==> config.mk <==
export PLATFORM = sky130hd
export DESIGN_NAME = sap1_controller
export DESIGN_NICKNAME = d
export VERILOG_FILES = /design/src/rtl/sap1_controller.sv
export SDC_FILE = /design/constraint.sdc
export NUM_CORES = 1
export LEC_CHECK = 0
export BUFFER_PORTS_ARGS = -buffer_cell sky130_fd_sc_hd__buf_2
export CORE_AREA = 2 2 39 41
export CTS_CLUSTER_SIZE = 14
export DETAILED_ROUTE_END_ITERATION = 8
export DIE_AREA = 0 0 41 43
export GPL_TIMING_DRIVEN = 0
export PLACE_DENSITY = 0.68
export SLEW_MARGIN = 0
export SYNTH_ARGS = -nofsm -noshare
export SYNTH_HDL_FRONTEND = slang
export SYNTH_SLANG_ARGS = --single-unit
==> constraint.sdc <==
create_clock -name clk -period 3.2 [get_ports clk]
set_input_delay 0.96 -clock clk [delete_from_list [all_inputs] [get_ports clk]]
set_output_delay 0.96 -clock clk [all_outputs]
set_load 0.01 [all_outputs]
==> src/rtl/sap1_controller.sv <==
// SAP-1 controller-sequencer: six-state T-cycle ring plus HALT, decoding the
// IR opcode nibble into the datapath control word.
module sap1_controller (
   input  logic       clk,
   input  logic       rst,
   input  logic       run,
   input  logic [3:0] opcode,
   output logic [5:0] t_state,
   output logic       pc_inc,
   output logic       pc_oe,
   output logic       mar_ld,
   output logic       ram_oe,
   output logic       ir_ld,
   output logic       ir_oe,
   output logic       a_ld,
   output logic       a_oe,
   output logic       b_ld,
   output logic       alu_sub,
   output logic       alu_oe,
   output logic       out_ld,
   output logic       halted
);

   localparam logic [3:0] OP_LDA = 4'h0;
   localparam logic [3:0] OP_ADD = 4'h1;
   localparam logic [3:0] OP_SUB = 4'h2;
   localparam logic [3:0] OP_OUT = 4'hE;
   localparam logic [3:0] OP_HLT = 4'hF;

   typedef enum logic [2:0] {
      ST_T1   = 3'd0,
      ST_T2   = 3'd1,
      ST_T3   = 3'd2,
      ST_T4   = 3'd3,
      ST_T5   = 3'd4,
      ST_T6   = 3'd5,
      ST_HALT = 3'd6
   } state_t;

   typedef struct packed {
      logic pc_inc;
      logic pc_oe;
      logic mar_ld;
      logic ram_oe;
      logic ir_ld;
      logic ir_oe;
      logic a_ld;
      logic a_oe;
      logic b_ld;
      logic alu_sub;
      logic alu_oe;
      logic out_ld;
   } ctl_t;

   state_t state_q;
   state_t state_d;
   ctl_t   ctl_d;
   ctl_t   ctl_gated;

   always_ff @(posedge clk or negedge rst) begin
      if (!rst) begin
         state_q <= ST_T1;
      end else begin
         state_q <= state_d;
      end
   end

   always_comb begin
      state_d = state_q;
      ctl_d   = '0;
      case (state_q)
         ST_T1: begin
            // run is only honoured here; without it the ring idles in T1
            if (run) begin
               ctl_d.pc_oe  = 1'b1;
               ctl_d.mar_ld = 1'b1;
               state_d      = ST_T2;
            end
         end
         ST_T2: begin
            ctl_d.pc_inc = 1'b1;
            state_d      = ST_T3;
         end
         ST_T3: begin
            ctl_d.ram_oe = 1'b1;
            ctl_d.ir_ld  = 1'b1;
            state_d      = ST_T4;
         end
         ST_T4: begin
            state_d = ST_T5;
            case (opcode)
               OP_LDA, OP_ADD, OP_SUB: begin
                  ctl_d.ir_oe  = 1'b1;
                  ctl_d.mar_ld = 1'b1;
               end
               OP_OUT: begin
                  ctl_d.a_oe   = 1'b1;
                  ctl_d.out_ld = 1'b1;
               end
               OP_HLT: begin
                  state_d = ST_HALT;
               end
               default: ;
            endcase
         end
         ST_T5: begin
            state_d = ST_T6;
            case (opcode)
               OP_LDA: begin
                  ctl_d.ram_oe = 1'b1;
                  ctl_d.a_ld   = 1'b1;
               end
               OP_ADD, OP_SUB: begin
                  ctl_d.ram_oe = 1'b1;
                  ctl_d.b_ld   = 1'b1;
               end
               default: ;
            endcase
         end
         ST_T6: begin
            state_d = ST_T1;
            if (opcode == OP_ADD || opcode == OP_SUB) begin
               ctl_d.alu_oe  = 1'b1;
               ctl_d.a_ld    = 1'b1;
               ctl_d.alu_sub = (opcode == OP_SUB);
            end
         end
         ST_HALT: begin
            state_d = ST_HALT;
         end
         default: begin
            state_d = ST_T1;
         end
      endcase
   end

   // Controls are silenced combinationally while reset is held, not just after an edge
   assign ctl_gated = rst ? ctl_d : '0;

   assign pc_inc  = ctl_gated.pc_inc;
   assign pc_oe   = ctl_gated.pc_oe;
   assign mar_ld  = ctl_gated.mar_ld;
   assign ram_oe  = ctl_gated.ram_oe;
   assign ir_ld   = ctl_gated.ir_ld;
   assign ir_oe   = ctl_gated.ir_oe;
   assign a_ld    = ctl_gated.a_ld;
   assign a_oe    = ctl_gated.a_oe;
   assign b_ld    = ctl_gated.b_ld;
   assign alu_sub = ctl_gated.alu_sub;
   assign alu_oe  = ctl_gated.alu_oe;
   assign out_ld  = ctl_gated.out_ld;

   assign halted  = (state_q == ST_HALT);

   always_comb begin
      t_state = 6'b000000;
      case (state_q)
         ST_T1:   t_state = 6'b000001;
         ST_T2:   t_state = 6'b000010;
         ST_T3:   t_state = 6'b000100;
         ST_T4:   t_state = 6'b001000;
         ST_T5:   t_state = 6'b010000;
         ST_T6:   t_state = 6'b100000;
         default: t_state = 6'b000000;
      endcase
   end

endmodule

; ---- Word-level counts from Yosys, hierarchy flattened
; Cells that the tools add are included.
[classes]
n_eq_ne = 11
muxes = 22
n_reduce_logical = 5
[op_table]
columns = operator, n
row1 = $pmux 6 s6, 1
row2 = $pmux 3 s6, 1
row3 = $mux 12, 1
row4 = $mux 1, 11
row5 = $eq 3x3->1 const B, 3
row6 = $eq 4x4->1 const B, 2
row7 = $mux 2, 4
row8 = $eq 3x2->1 const B, 2
row9 = $pmux 1 s2, 3
row10 = $eq 4x1->1 const B, 1
row11 = $eq 4x2->1 const B, 1
row12 = $logic_not 4->1, 1
row13 = $eq 3x1->1 const B, 1
row14 = $logic_not 3->1, 1
row15 = $mux 3, 1
row16 = $reduce_or 3->1, 1
row17 = $ne 2x2->1 const B, 1
row18 = $reduce_or 2->1, 1
row19 = $logic_or 1x1->1, 1
[totals]
regBits = 3
in_bits = 7
out_inout_bits = 19
wordCells = 39

; ---- Longest topological paths before layout
[logic_depth]
depth_word = 5
ltp_mapped = 5

; ---- Least setup slack after synthesis
; No wires, ideal clock.
[synth_timing]
kind = input -> output
start = input port opcode[1]
end = output port out_ld
arrival_ps = 1735
required_ps = 2240
setup_slack_ps = 505
cell_stages = 3
path_buffers = 1
cell_sequence = or2b_1 -> nor4_2 -> buf_4
[synth_between]
elab_chain_len = 4
[synth_rtl]
columns = element, line
row1 = start: declaration, 7  ; input logic [3:0] opcode,
row2 = $eq 4x4->1, 91  ; case (opcode)
row3 = $mux 1, 91
row4 = $mux 1, 71  ; case (state_q)
row5 = $mux 12, 138  ; assign ctl_gated = rst ? ctl_d : '0;
row6 = end: declaration, 20  ; output logic out_ld,
; No other way between the ends.

; ---- Final worst setup path
; Ends and elaborated chain as after synthesis.

==> flow_summary.yaml <==
sta:
  slew_violations: 0
  hold_viol: 0
  worst_pin_slew_ns: 0.2719
  fmax_mhz: 354.9
  relSlewSlack_pct: 81.84
  final-setup-viol-count: 0
  period_minus_slack_ns: 2.818
  setup-tns-final_ns: 0
  period_share_pct: 88.05
  fin_skew_ns: 0.006497
  rsz0062_at_grt: "false"
  hold_ws_ns: 0.5594
synth:
  synthAdderAreaFrac_pct: 0
  yosysWarningCount: 0
  netlist_area_um2: 379.1
  synth_nets: 57
  synth_xor_area_share_pct: 2.310
  synth.distinct_cells: 24
  syn_avg_cell_area_um2: 7.582
  synthMuxAreaShare_pct: 0
  synth_compound_area_share_pct: 16.83
  yosysSeqAreaShare_pct: 19.80
  synth_top_family_by_area: "simple AND/OR/NAND/NOR gates"
  syn_inst: 50
  ys_ff_latch: 3
  yosys.area_share.simple_pct: 52.15
worst_setup_path:
  slowest_stage: "or2b_1"
  r2r_cells: 4
  critPathArrivalTime_ns: 1.86
  crit_family: "simple AND/OR/NAND/NOR gates"
  crit_cells: 5
  crit_path_max_incr_delay_ns: 0.26
  start_kind: "primary input"
  ff2ff_setup_slack_ns: 2.14
  cp_max_fo: 5
  r2r_start: "state_q[1]"
  crit_type: "primary input to output port"
  crit_top_cell: "buf_2"
  endpoint_kind: "output port"
  critical_path_required_ns: 2.24
  r2r_end: "state_q[1]"
  cp_num_buf_inv: 3
  worstPathCellList: "buf_2, or2b_1, nor4_2, buf_4, buf_2"
clock_network:
  clk_pin_slew_ns: 0.04
  cts_tree: "yes"
  clock-sinks: 3
  cts_resized: 0
  numCtsBuffers: 3
  max-clock-path-buffers: 2
  root_buffer: "clkbuf_4"
  clk_latency_ns: 0.23
  postCtsHoldBufs: 0
  htree_levels: 1
  postCtsSetupBuffers: 0
route:
  drt_iter0_markers: 8
  route.final.wire_length_mm: 1.010
  wl_met2_um: 478
  dr.pass1.iters: 4
  highest_layer: "met3"
  vias: 472
  drt-met1-wl_um: 436
  route.detailed.drc: 0
  ant_nets: 0
  wl_per_cell_um: 10.63
  viasPerCell: 4.968
  route.met3.wl_um: 95
floorplan:
  die_w_um: 41
  die_h_um: 43
  ios: 26
  core.rowCount: 14
  initial_core_util_pct: 27.40
  core_um2: 1384
  die_area_um2: 1763
grt:
  grt.overflow.total: 0
  antenna_found_initial: 0
  grt_pass1_wl_mm: 1.518
  grt_max_degree: 11
  grt_pass1_vias: 371
  track_usage_pct: 12.19
power_and_ir_drop:
  p_switching_uw: 223.8
  p_leak_nw: 0.2787
  p_comb_share_pct: 68.1
  vdd_drop_max_mv: 0.4668
  internal-power_uw: 224.4
  p_clk_share_pct: 14.6
  sequentialPowerShare_pct: 17.4
  power_density_nw_per_um2: 814.1
  switching_share_pct: 49.93
placed_design:
  io_buffers: 25
  dp_hpwl_um: 791.7
  gp_congestion: 0.8020
layout:
  nets: 87
  regMostFlops: "state_q"
  nFillCells: 152
  n_antenna_cell: 0
  area_growth_pct: 45.21
  largest_reg_flops: 3
  top_regs: "state_q: 3 flops"
  drive_gt1_share_pct: 54.43
hold_path:
  hold_class: "primary input to async pin"
status:
  status: "finished, final reports clean"
job:
  drv_cap: 0
-- logic make-up (layout without fill, tap and decap cells) --
kind of cell / count (synthesis) / count (layout)
simple gates: 33 / 33
compound gates: 8 / 8
buf+inv: 5 / 34
flops: 3 / 3
xor+xnor: 1 / 1
-- final cells by class --
cell class,instances,area (µm²),share of cell area (%)
repair buffers,25,125.1,22.73
well taps,16,20.02,3.636
inverters,1,3.754,0.6818
flip-flops and latches,3,75.07,13.64
multi-input cells,42,270.3,49.09
clock buffers,4,26.28,4.773
plain buffers,4,30.03,5.455
-- Yosys cell counts --
cell type  instances  area [µm²]
a211oi_2           2       25.02
and3_1             1       6.260
nor4_2             1       12.51
xor2_1             1       8.760
inv_2              1       3.750
a21oi_1            3       15.01
nor3b_1            1       7.510
nor2_1             9       33.78
or2b_1             1       7.510
nor3b_2            1       12.51
a211oi_1           1       7.510
nand2_1            2       7.510
nand4_1            1       6.260
nor3_1             4       20.02
a41oi_1            1       8.760
dfrtp_1            3       75.07
o21bai_1           1       7.510
nand2b_1           2       12.51
nand3_1            2       10.01
nand2_2            2       12.51
nor2b_1            2       12.51
nor2_2             1       6.260
buf_4              4       30.03
nor3_2             3       30.03
-- layout by cell type (no fill, tap or decap) --
master,n
nor3_2,3
buf_2,25
clkbuf_1,1
or2b_1,1
a41oi_1,1
nand2b_1,2
nor3b_1,1
o21bai_1,1
a211oi_1,1
nand2_2,2
nor4_2,1
nand4_1,1
nor3b_2,1
and3_1,1
nand2_1,2
nor2_1,9
nor2_2,1
nand3_1,2
buf_4,4
nor3_1,4
inv_2,1
dfrtp_1,3
clkbuf_4,3
a211oi_2,2
a21oi_1,3
nor2b_1,2
xor2_1,1
-- routing by layer --
metal / GRT usage (%) / vias to the layer above
met5: 0 / -
met4: 0 / 0
met3: 5.236 / 0
met2: 18.75 / 26
met1: 16.56 / 210
li1: - / 236
-- how the worst max path moves through the flow --
stage                    from      to  slack [ns]
global placement    opcode[1]  out_ld        0.39
floorplan           opcode[1]  out_ld        0.50
finish              opcode[1]  out_ld        0.38
global route        opcode[1]  out_ld        0.30
CTS                 opcode[1]  out_ld        0.38
detailed placement  opcode[1]  out_ld        0.38
-- power by group through the flow --
stage | Clock, mW | Sequential [mW] | Combinational [mW]
after global placement | 0 | 0.0762 | 0.300
after detailed placement | 0 | 0.0779 | 0.305
after global routing | 0.0712 | 0.0797 | 0.335
after CTS | 0.0671 | 0.0783 | 0.307
final | 0.0653 | 0.0779 | 0.305
after floorplan | 0 | 0.0730 | 0.219
-- metrics by stage --
step                std cells  worst slack (ns)  util [%]  total power [mW]  cell area [µm²]
finish                     95            0.3823     39.78            0.4482            550.5
global route               95            0.2973     39.78            0.4855            550.5
CTS                        95            0.3756     39.78            0.4527            550.5
detailed placement         91            0.3830     37.88            0.3827            524.3
global placement           91            0.3880     37.88            0.3766            524.3
floorplan                  50            0.5050         -            0.2920            379.1
-- worst register-to-register path, delay by kind of cell (launching register included) --
kind | cells | cell delay (ns)
AOI/OAI and AO/OA | 2 | 0.27
buffers and inverters | 1 | 0.20
DFF | 1 | 0.36
and+or+nand+nor | 1 | 0.11
(Power assumes the default switching activity.)
